===== src/rtl/ccc_lock_supervisor.sv =====
// ---------------------------------------------------------------------------
// ccc_lock_supervisor
//
// Lock supervisor and reset sequencer for one PF_CCC PLL with up to four
// fabric clock outputs. Runs on the free-running reference clock that also
// feeds the PLL. It:
//   - holds the PLL in power-down for PD_CYCLES, then waits for lock,
//   - qualifies the synchronised lock for LOCK_STABLE_CYCLES,
//   - enables the PLL outputs and releases the per-domain resets staggered
//     by STAGGER_CYCLES, lowest index first,
//   - retries power-down/re-lock on timeout up to MAX_RETRIES, then faults,
//   - drops everything and re-acquires if lock is lost after qualification.
//
// Ports:
//   CLK              reference clock, all logic on its rising edge
//   RESET            synchronous, active-high reset (overrides RESTART)
//   PLL_LOCK         raw PLL lock, asynchronous to CLK
//   RESTART          one-cycle request to restart the whole sequence
//   PLL_POWERDOWN_N  to PLL POWERDOWN_N
//   OUT_EN           to PLL OUTx_EN, one bit per supervised output
//   DOMAIN_RESET_N   active-low reset per output clock domain (resync locally)
//   ALL_READY        every domain released and running
//   LOCK_LOST        one-cycle pulse when a qualified lock drops
//   FAULT            retries exhausted; only RESTART or RESET leave it
//   RETRY_COUNT      power-down/re-lock attempts used in this sequence
//
// Every output is a flop; the next-state logic computes the value each
// output takes after the coming edge, so no input reaches an output
// combinationally.
// ---------------------------------------------------------------------------
module ccc_lock_supervisor #(
    parameter int NUM_OUT             = 2,
    parameter int PD_CYCLES           = 64,
    parameter int LOCK_TIMEOUT_CYCLES = 65536,
    parameter int LOCK_STABLE_CYCLES  = 1024,
    parameter int STAGGER_CYCLES      = 16,
    parameter int MAX_RETRIES         = 3
) (
    input  logic               CLK,
    input  logic               RESET,
    input  logic               PLL_LOCK,
    input  logic               RESTART,
    output logic               PLL_POWERDOWN_N,
    output logic [NUM_OUT-1:0] OUT_EN,
    output logic [NUM_OUT-1:0] DOMAIN_RESET_N,
    output logic               ALL_READY,
    output logic               LOCK_LOST,
    output logic               FAULT,
    output logic [1:0]         RETRY_COUNT
);

    // The release phase lasts until cnt reaches NUM_OUT*STAGGER_CYCLES,
    // the cycle after the last domain comes out of reset.
    localparam int REL_END = NUM_OUT * STAGGER_CYCLES;

    // One shared counter sized for the largest terminal value in any state.
    localparam int MAX_AB  = (PD_CYCLES > LOCK_TIMEOUT_CYCLES) ?
                             PD_CYCLES : LOCK_TIMEOUT_CYCLES;
    localparam int MAX_CD  = (LOCK_STABLE_CYCLES > REL_END) ?
                             LOCK_STABLE_CYCLES : REL_END;
    localparam int CNT_MAX = (MAX_AB > MAX_CD) ? MAX_AB : MAX_CD;
    localparam int CNT_W   = $clog2(CNT_MAX + 1);

    localparam logic [CNT_W-1:0] PD_LAST  = CNT_W'(PD_CYCLES - 1);
    localparam logic [CNT_W-1:0] TO_LAST  = CNT_W'(LOCK_TIMEOUT_CYCLES - 1);
    localparam logic [CNT_W-1:0] ST_LAST  = CNT_W'(LOCK_STABLE_CYCLES - 1);
    localparam logic [CNT_W-1:0] REL_LAST = CNT_W'(REL_END);
    localparam logic [CNT_W-1:0] CNT_SAT  = {CNT_W{1'b1}};
    localparam logic [1:0]       RETRY_LIMIT = 2'(MAX_RETRIES);

    typedef enum logic [2:0] {
        S_PWRDN     = 3'd0,
        S_WAIT_LOCK = 3'd1,
        S_STABLE    = 3'd2,
        S_RELEASE   = 3'd3,
        S_RUN       = 3'd4,
        S_FAULT     = 3'd5
    } state_t;

    state_t             state;
    state_t             state_nxt;
    logic [CNT_W-1:0]   cnt;
    logic               cnt_clr;

    logic               lock_meta;
    logic               lock_s;

    logic               pd_n_nxt;
    logic [NUM_OUT-1:0] out_en_nxt;
    logic [NUM_OUT-1:0] rst_n_nxt;
    logic               ready_nxt;
    logic               lost_nxt;
    logic               fault_nxt;
    logic [1:0]         retry_nxt;

    // Two-flop synchroniser for the asynchronous PLL lock. Cleared by RESET
    // so that a fresh sequence never sees a stale lock.
    always_ff @(posedge CLK) begin
        if (RESET) begin
            lock_meta <= 1'b0;
            lock_s    <= 1'b0;
        end else begin
            lock_meta <= PLL_LOCK;
            lock_s    <= lock_meta;
        end
    end

    // Next-state and next-output logic.
    always_comb begin
        state_nxt = state;
        cnt_clr   = 1'b0;
        lost_nxt  = 1'b0;
        retry_nxt = RETRY_COUNT;
        rst_n_nxt = DOMAIN_RESET_N;

        case (state)
            S_PWRDN: begin
                if (cnt == PD_LAST) begin
                    state_nxt = S_WAIT_LOCK;
                end
            end

            S_WAIT_LOCK: begin
                // A lock arriving on the timeout cycle still counts as lock.
                if (lock_s) begin
                    state_nxt = S_STABLE;
                end else if (cnt == TO_LAST) begin
                    if (RETRY_COUNT == RETRY_LIMIT) begin
                        state_nxt = S_FAULT;
                    end else begin
                        retry_nxt = RETRY_COUNT + 2'd1;
                        state_nxt = S_PWRDN;
                    end
                end
            end

            S_STABLE: begin
                // A drop on the qualifying cycle wins over the release.
                // Returning to WAIT_LOCK restarts the timeout at no retry cost.
                if (!lock_s) begin
                    state_nxt = S_WAIT_LOCK;
                end else if (cnt == ST_LAST) begin
                    state_nxt = S_RELEASE;
                end
            end

            S_RELEASE: begin
                if (!lock_s) begin
                    state_nxt = S_WAIT_LOCK;
                    lost_nxt  = 1'b1;
                end else begin
                    for (int i = 0; i < NUM_OUT; i++) begin
                        if (cnt == CNT_W'((i + 1) * STAGGER_CYCLES - 1)) begin
                            rst_n_nxt[i] = 1'b1;
                        end
                    end
                    if (cnt == REL_LAST) begin
                        state_nxt = S_RUN;
                    end
                end
            end

            S_RUN: begin
                if (!lock_s) begin
                    state_nxt = S_WAIT_LOCK;
                    lost_nxt  = 1'b1;
                end
            end

            S_FAULT: begin
                state_nxt = S_FAULT;
            end

            default: begin
                state_nxt = S_PWRDN;
            end
        endcase

        // RESTART wins over every state decision; RESET is handled in the
        // register block and wins over RESTART.
        if (RESTART) begin
            state_nxt = S_PWRDN;
            retry_nxt = 2'd0;
            lost_nxt  = 1'b0;
            cnt_clr   = 1'b1;
        end

        if (state_nxt != state) begin
            cnt_clr = 1'b1;
        end

        // Reaching RUN means the attempt succeeded, so the budget is refunded.
        if (state_nxt == S_RUN) begin
            retry_nxt = 2'd0;
        end

        // Domain resets are only held released while the outputs are live;
        // leaving RELEASE/RUN for any reason re-asserts them on the same edge.
        if (!(state_nxt inside {S_RELEASE, S_RUN})) begin
            rst_n_nxt = '0;
        end

        pd_n_nxt   = state_nxt inside {S_WAIT_LOCK, S_STABLE, S_RELEASE, S_RUN};
        out_en_nxt = {NUM_OUT{state_nxt inside {S_RELEASE, S_RUN}}};
        ready_nxt  = (state_nxt == S_RUN);
        fault_nxt  = (state_nxt == S_FAULT);
    end

    // State, counter and registered outputs.
    always_ff @(posedge CLK) begin
        if (RESET) begin
            state           <= S_PWRDN;
            cnt             <= '0;
            PLL_POWERDOWN_N <= 1'b0;
            OUT_EN          <= '0;
            DOMAIN_RESET_N  <= '0;
            ALL_READY       <= 1'b0;
            LOCK_LOST       <= 1'b0;
            FAULT           <= 1'b0;
            RETRY_COUNT     <= 2'd0;
        end else begin
            state <= state_nxt;
            // The counter saturates so long stays in RUN/FAULT never wrap
            // back onto a terminal value.
            if (cnt_clr) begin
                cnt <= '0;
            end else if (cnt != CNT_SAT) begin
                cnt <= cnt + 1'b1;
            end
            PLL_POWERDOWN_N <= pd_n_nxt;
            OUT_EN          <= out_en_nxt;
            DOMAIN_RESET_N  <= rst_n_nxt;
            ALL_READY       <= ready_nxt;
            LOCK_LOST       <= lost_nxt;
            FAULT           <= fault_nxt;
            RETRY_COUNT     <= retry_nxt;
        end
    end

endmodule


===== config.mk =====
export PLATFORM = sky130hd
export DESIGN_NAME = ccc_lock_supervisor
export DESIGN_NICKNAME = d
export VERILOG_FILES = /design/src/rtl/ccc_lock_supervisor.sv
export SDC_FILE = /design/constraint.sdc
export NUM_CORES = 1
export LEC_CHECK = 0
export BUFFER_PORTS_ARGS = -buffer_cell sky130_fd_sc_hd__buf_2
export CORE_MARGIN = 5
export CORE_UTILIZATION = 40
export CTS_CLUSTER_DIAMETER = 50
export DETAILED_ROUTE_END_ITERATION = 10
export PLACE_DENSITY_LB_ADDON = 0.05
export SYNTH_ARGS = -nofsm -noshare
export SYNTH_HDL_FRONTEND = slang
export SYNTH_SLANG_ARGS = --single-unit

===== constraint.sdc =====
create_clock -name CLK -period 3.27 [get_ports CLK]
set_input_delay 0.1635 -clock CLK [delete_from_list [all_inputs] [get_ports CLK]]
set_output_delay 0.1635 -clock CLK [all_outputs]
set_load 0.01 [all_outputs]

==> summary.md, run 1 <==
| Metric | Value |
|---|---|
| Via count of the routed design | 1237 |
| Fillcell total | 369 |
| Max-slew violation count | 0 |
| Worst hold path class | in -> reg |
| Number of design-rule violations left by the first detailed-router iteration | 50 |
| Maximum clock insertion buffer count | 2 |
| Most used standard cell by instance count after synthesis | sky130_fd_sc_hd__nor2_1 |
| Setup repair after global routing missed its margin | false |
| Average cell area after synthesis | 8.631 sq um |
| Maxcap violations | 0 |
| CTS clock-pin slew for the worst setup and hold paths | 0.07 ns |
| Average wire length per cell after detail routing | 12.85 microns |
| Pwr Density | 471.5 mW/mm^2 |
| Register-to-register setup slack | 0.41 ns |
| Post-route design area | 0.001779 sq mm |
| Number of enable flip-flop cells after synthesis | 0 |
| Number of nets in the finished design | 200 |
| Initial Utilization | 41.42% |
| Most numerous cell types in the synthesized netlist | sky130_fd_sc_hd__nor2_1, sky130_fd_sc_hd__dfxtp_1, sky130_fd_sc_hd__nand2_1 |
| Reg-to-Reg Start | cnt[9] |
| Number of buffers created by CTS | 5 |
| Wire length after detailed routing | 3085 microns |
| # hold bufs at CTS | 0 |
| Placer congestion estimate | 0.7248 |
| Sum of net half-perimeters after detailed placement | 2371 microns |
| Sink Count | 31 |
| Clock tree from TritonCTS | built |
| Start point of the worst hold path | PLL_LOCK |
| Arrival time at the worst endpoint | 3.03 ns |
| Synthesis-stage register bit count | 31 |
| Sum Neg Setup Slack | 0 ns |
| Row count | 22 |
| Insertion delay to the later sink of the worst-skew pair | 0.27 ns |
| Share of the clock period used by the worst path | 87.52% |
| CP Class | reg -> reg |
| Min Clock Period, post-route | 2.862 ns |
| Depth of the worst hold-timing path | 2 |
| First-pass DRT Iterations | 4 |
| Number of remaining DRC errors | 0 |
| H-Tree Depth | 2 |
| Biggest area contributors in the synthesized netlist | sky130_fd_sc_hd__dfxtp_1, sky130_fd_sc_hd__nor2_1, sky130_fd_sc_hd__xor2_1, sky130_fd_sc_hd__ha_1, sky130_fd_sc_hd__xnor2_1 |
| Reg2reg end | DOMAIN_RESET_N[0] |
| Largest net degree at the start of global routing | 13 |
| Synth area leader | sky130_fd_sc_hd__dfxtp_1 |
| Hold Path Sink | lock_meta |
| Total of endpoints with negative setup slack in the final report | 0 |
| Final antenna-violating net count | 0 |
| Required time at the endpoint of the critical path | 3.44 ns |
| Total placed instance area | 0.001633 sq mm |
| Async set or reset register ratio after synthesis | 0% |
| Die outline area | 0.005155 sq mm |
| Clock Tree Root | sky130_fd_sc_hd__clkbuf_8 |
| Die boundary height | 71.80 microns |
| Number of antenna violations at the first check in global routing | 0 |
| Max-slew headroom | 63.68% |
| Netlist Area Pre-Place | 0.001528 sq mm |
| Core area | 0.003689 sq mm |
| Share of synthesized area occupied by flip-flops and latches | 40.62% |
| Area delta synth->final | 16.46% |
| Count of mapped cells out of synthesis | 177 |
| Post-route core utilization | 48.24% |
| Antenna Cells | 0 |
| Die extent in x | 71.80 microns |
| Result of the run | finished clean |
| IO Pins | 14 |
| Number of warning messages in the yosys log | 0 |
| Clk_skew | 0.006137 ns |
| Fraction of final layout cells with drive strength greater than 1 | 16.67% |
| Number of distinct library cell variants in the gate-level netlist after synthesis | 39 |
| CP max FO | 6 |
| Timing-limited maximum frequency | 349.4 MHz |
| First-pass GRT wire length | 5361 microns |
| Portion of synthesized cell area occupied by the leading cell type | 40.62% |
| Top FF cell, synth | sky130_fd_sc_hd__dfxtp_1 |
| Overflow left after global routing | 0 |
| Power Total | 0.8389 mW |
| Synth Net Count | 186 |
| Port buffer count | 13 |
| Routed vias/inst | 5.154 |
| Crit start category | flip-flop |
| Vias in the first global route | 1175 |
| Global-route usage over all layers | 13.05% |
| Lkg Pwr | 0.6845 nW |
| Final hold violation count | 0 |
| Element type at the critical path end | flip-flop |
| Number of cells on the worst reg-to-reg path | 11 |
| Post-CTS setup-driven buffer insertion count | 0 |
| Transition time at the pin with the least slew margin | 0.5435 ns |
| Max VDD drop | 217.6 uV |
-- power breakdown --
| group | leakage, nW | total (mW) | internal (mW) | switching, mW |
|---|---|---|---|---|
| registers | 0.251 | 0.383 | 0.380 | 0.00258 |
| clock network | 0.0654 | 0.437 | 0.304 | 0.132 |
| logic | 0.368 | 0.0197 | 0.00835 | 0.0114 |
-- state kept, by name, indices dropped and copies added, names as in the netlist --
name and count:
lock_meta 1, state 3, RETRY_COUNT 2, LOCK_LOST 1
lock_s 1, PLL_POWERDOWN_N 1, DOMAIN_RESET_N 2, OUT_EN 1
cnt 17, FAULT 1, ALL_READY 1
-- cells by family after synthesis --
| group | synth area share (%) |
|---|---|
| and+or+nand+nor | 29.16 |
| buffers and inverters | 4.258 |
| adders and majority gates | 4.095 |
| DFF | 40.62 |
| muxes | 2.048 |
| xor gates and xnor gates | 9.173 |
| AOI/OAI and AO/OA | 10.65 |
-- worst max path at each step --
stage	from	to	depth (start not counted)	slack [ns]
floorplan	cnt[8]	DOMAIN_RESET_N[0]	13	0.42
global placement	cnt[8]	DOMAIN_RESET_N[0]	11	0.36
detailed placement	cnt[8]	cnt[8]	12	0.24
CTS	cnt[8]	cnt[8]	12	0.22
global route	cnt[9]	cnt[5]	12	0.02
finish	cnt[9]	DOMAIN_RESET_N[0]	11	0.41
-- worst max-delay path: stages, from the launching register on --
cell and delay (ns):
sky130_fd_sc_hd__dfxtp_1 0.42, sky130_fd_sc_hd__nand4_1 0.15, sky130_fd_sc_hd__nor2_1 0.17, sky130_fd_sc_hd__nand3_1 0.14
sky130_fd_sc_hd__nor4_2 0.32, sky130_fd_sc_hd__ha_1 0.24, sky130_fd_sc_hd__nor2b_1 0.18, sky130_fd_sc_hd__o21ba_2 0.15
sky130_fd_sc_hd__o21ai_0 0.10, sky130_fd_sc_hd__nor4bb_2 0.35, sky130_fd_sc_hd__mux2_2 0.41, sky130_fd_sc_hd__o21a_1 0.11
-- layer usage --
| metal | routed length [microns] | GRT usage (%) |
|---|---|---|
| met5 | 0 | 0 |
| met4 | 19 | 5.010 |
| met3 | 115 | 3.787 |
| met2 | 1385 | 19.80 |
| met1 | 1565 | 17.40 |
-- layout make-up --
cell class                 instances  area, sq um  share of cell area, %
sequential                        31        621.8                  34.95
clock inverter                     2        60.06                  3.376
tap                               48        60.06                  3.376
inverter                           6        22.52                  1.266
clock buffer                       6        72.57                  4.079
multi-input combinational        131        854.6                  48.03
timing repair buffer              16        87.58                  4.923
-- stage by stage --
stage / hold WS [ns] / worst slack, ns / instances
3_3_place_gp: 0.3750 / 0.3634 / 232
6_report: 0.1052 / 0.4079 / 240
2_1_floorplan: 0.2351 / 0.4210 / 177
3_5_place_dp: 0.3856 / 0.2446 / 232
5_1_grt: 0.1183 / 0.02377 / 240
4_1_cts: 0.1011 / 0.2168 / 240
-- what timing repair did --
item | 4_1_cts | 5_1_grt
endpoints found under the hold margin | 0 | 0
endpoints found under the setup margin | 0 | 18
resized for setup | 0 | 3
-- layout by cell type, fill, tap and decap left out, drive strengths merged, types with 5 or more instances in the layout --
cell / synthesis / routed
clkbuf: 6 / 6
or3: 5 / 5
nand2: 10 / 10
nor2: 34 / 34
xnor2: 7 / 7
xor2: 9 / 9
nand3: 5 / 5
ha: 5 / 5
nor4: 6 / 6
nor2b: 7 / 7
dfxtp: 31 / 31
nand4: 6 / 6
buf: 3 / 16
inv: 6 / 6
No activity file was read; power rests on OpenSTA's default activity.
==> run 2: changes to the inputs <==
--- a/config.mk
+++ b/config.mk
@@ -11,6 +11,7 @@
 export CTS_CLUSTER_DIAMETER = 50
 export DETAILED_ROUTE_END_ITERATION = 10
 export PLACE_DENSITY_LB_ADDON = 0.05
+export RECOVER_POWER = 50
 export SYNTH_ARGS = -nofsm -noshare
 export SYNTH_HDL_FRONTEND = slang
 export SYNTH_SLANG_ARGS = --single-unit
==> summary.md, run 2 (synthesis gave the netlist of run 1 again) <==
| Metric | Value |
|---|---|
| Result of the run | finished clean |
| Maxcap violations | 0 (unchanged) |
| Crit start category | flip-flop |
| Start point of the worst hold path | PLL_LOCK |
| Average wire length per cell after detail routing | 12.85 microns (about the same) |
| Timing-limited maximum frequency | 349.4 MHz (about the same) |
| Register-to-register setup slack | 0.41 ns (about the same) |
| Insertion delay to the later sink of the worst-skew pair | 0.27 ns (about the same) |
| Number of antenna violations at the first check in global routing | 0 (unchanged) |
| Reg2reg end | DOMAIN_RESET_N[0] |
| Clock Tree Root | sky130_fd_sc_hd__clkbuf_8 |
| Sum of net half-perimeters after detailed placement | 2371 microns (unchanged) |
| Sum Neg Setup Slack | 0 ns (unchanged) |
| Min Clock Period, post-route | 2.862 ns (-0.0003720 ns) |
| Sink Count | 31 (unchanged) |
| Cell with the largest stage delay on the worst path | sky130_fd_sc_hd__dfxtp_1 |
| Max VDD drop | 217.6 uV (about the same) |
| First-pass DRT Iterations | 4 (unchanged) |
| Post-route worst hold slack | 0.1059 ns (+0.0006200 ns) |
| Maximum clock insertion buffer count | 2 (unchanged) |
| Total of endpoints with negative setup slack in the final report | 0 (unchanged) |
| Hold Path Sink | lock_meta |
| CTS clock-pin slew for the worst setup and hold paths | 0.07 ns (about the same) |
| Flip-flop count of the largest register after layout | 17 (unchanged) |
| Share of the clock period used by the worst path | 87.51% (about the same) |
| Core area | 0.003689 sq mm (unchanged) |
| CP max FO | 6 (unchanged) |
| Initial Utilization | 41.42% (unchanged) |
| Max-slew headroom | 63.65% (about the same) |
| Arrival time at the worst endpoint | 3.03 ns (about the same) |
| Depth of the worst hold-timing path | 2 (unchanged) |
| Number of remaining DRC errors | 0 (unchanged) |
| Element type at the critical path end | flip-flop |
| Largest net degree at the start of global routing | 13 (unchanged) |
| Wire length after detailed routing | 3083 microns (about the same) |
| Number of cells on the worst reg-to-reg path | 11 (unchanged) |
| Required time at the endpoint of the critical path | 3.44 ns (about the same) |
| CP peak stage delay | 0.42 ns (about the same) |
| Lkg Pwr | 0.6366 nW (-7.0%) |
| Worst hold path class | in -> reg |
| Row count | 22 (unchanged) |
| Max-slew violation count | 0 (unchanged) |
| Die outline area | 0.005155 sq mm (unchanged) |
| Number of design-rule violations left by the first detailed-router iteration | 54 (+8.0%) |
| Overflow left after global routing | 0 (unchanged) |
| CP Class | reg -> reg |
| Final hold violation count | 0 (unchanged) |
| IO Pins | 14 (unchanged) |
| # hold bufs at CTS | 0 (unchanged) |
| Crit path cell chain | nand4_1 -> nor2_1 -> nand3_1 -> nor4_2 -> ha_1 -> nor2b_1 -> o21ba_2 -> o21ai_0 -> nor4bb_2 -> mux2_2 -> o21a_1 |
| Area delta synth->final | 15.56% |
| Placer congestion estimate | 0.7248 (unchanged) |
| Fraction of final layout cells with drive strength greater than 1 | 10.94% (-5.7 points) |
| Vias in the first global route | 1175 (unchanged) |
| Final antenna-violating net count | 0 (unchanged) |
| Die extent in x | 71.80 microns (unchanged) |
| Global-route usage over all layers | 13.05% (unchanged) |
| Pwr Density | 475.3 mW/mm^2 (+0.79%) |
| Biggest regs | cnt (17), state (3) |
| Routed vias/inst | 5.163 (+0.16%) |
| First-pass GRT wire length | 5361 microns (unchanged) |
| Transition time at the pin with the least slew margin | 0.5439 ns (+0.0004434 ns) |
| Fillcell total | 375 (+1.6%) |
| H-Tree Depth | 2 (unchanged) |
| Clk_skew | 0.006485 ns (+0.0003482 ns) |
| Most common cell after layout, fill and taps aside | sky130_fd_sc_hd__nor2_1 |
| Clock tree from TritonCTS | built |
| Setup repair after global routing missed its margin | false |
| Top library cells by usage in the layout, fill and taps aside | sky130_fd_sc_hd__nor2_1, sky130_fd_sc_hd__dfxtp_1, sky130_fd_sc_hd__clkbuf_1 |
| Number of nets in the finished design | 200 (unchanged) |
| Reg-to-Reg Start | cnt[9] |
| Post-CTS setup-driven buffer insertion count | 0 (unchanged) |
| Number of buffers created by CTS | 5 (unchanged) |
| Die boundary height | 71.80 microns (unchanged) |
| Antenna Cells | 0 (unchanged) |
| Port buffer count | 13 (unchanged) |
| Via count of the routed design | 1239 (+0.16%) |
| Register with the highest flop count | cnt |
==> run 2: where the power goes <==
| part | leakage (nW) | internal, mW | switching [mW] |
|---|---|---|---|
| Sequential | 0.251 | 0.380 | 0.00259 |
| Clock | 0.0654 | 0.304 | 0.133 |
| Combinational | 0.320 | 0.00817 | 0.0114 |
| Total | 0.637 | 0.693 | 0.147 |
==> run 2: worst max path at each step <==
stage	startpoint	endpoint	slack, ns	depth (start not counted)
finish	cnt[9]	DOMAIN_RESET_N[0]	0.41	11
global placement	cnt[8]	DOMAIN_RESET_N[0]	0.36	11
CTS	cnt[8]	cnt[8]	0.22	12
floorplan	cnt[8]	DOMAIN_RESET_N[0]	0.42	13
detailed placement	cnt[8]	cnt[8]	0.24	12
global route	cnt[9]	cnt[5]	0.02	12
==> run 2: what timing repair did <==
| item | 4_1_cts | 5_1_grt |
|---|---|---|
| gates resized for setup | 0 | 3 |
| hold endpoints to repair | 0 | 0 |
| setup endpoints to repair | 0 | 18 |
==> run 2: metrics by stage <==
stage / worst slack [ns] / util (%) / cell area, sq um / power (mW) / cells
after global placement: 0.3634 / 44.27 / 1633 / 0.4102 / 232
final: 0.4083 / 47.86 / 1765 / 0.8391 / 240
after floorplan: 0.4210 / - / 1528 / 0.4047 / 177
after detailed placement: 0.2446 / 44.27 / 1633 / 0.4111 / 232
after CTS: 0.2168 / 47.86 / 1765 / 0.8546 / 240
after global routing: 0.02377 / 47.86 / 1765 / 0.8703 / 240
==> run 2: worst max-delay path, delay by kind of cell, from the launching register on <==
kind	cells	cell delay, ns
AND/OR/NAND/NOR	6	1.31
flip-flops	1	0.42
multiplexers	1	0.41
AO/OA/AOI/OAI	3	0.36
adder cells (fa/ha/maj)	1	0.24
==> run 2: cell type report <==
| class | instances | area [sq um] | area share, % |
|---|---|---|---|
| Clock buffer | 6 | 72.57 | 4.111 |
| Inverter | 6 | 22.52 | 1.276 |
| Sequential cell | 31 | 621.8 | 35.22 |
| Clock inverter | 2 | 60.06 | 3.402 |
| Multi-Input combinational cell | 131 | 854.6 | 48.41 |
| Timing Repair Buffer | 16 | 73.82 | 4.181 |
| Tap cell | 48 | 60.06 | 3.402 |
==> run 2: metal layers <==
metal | up-vias | routed length [microns] | global-route usage, %
li1 | 635 | - | -
met1 | 584 | 1561 | 17.40
met2 | 18 | 1387 | 19.80
met3 | 2 | 115 | 3.787
met4 | 0 | 19 | 5.010
met5 | - | 0 | 0
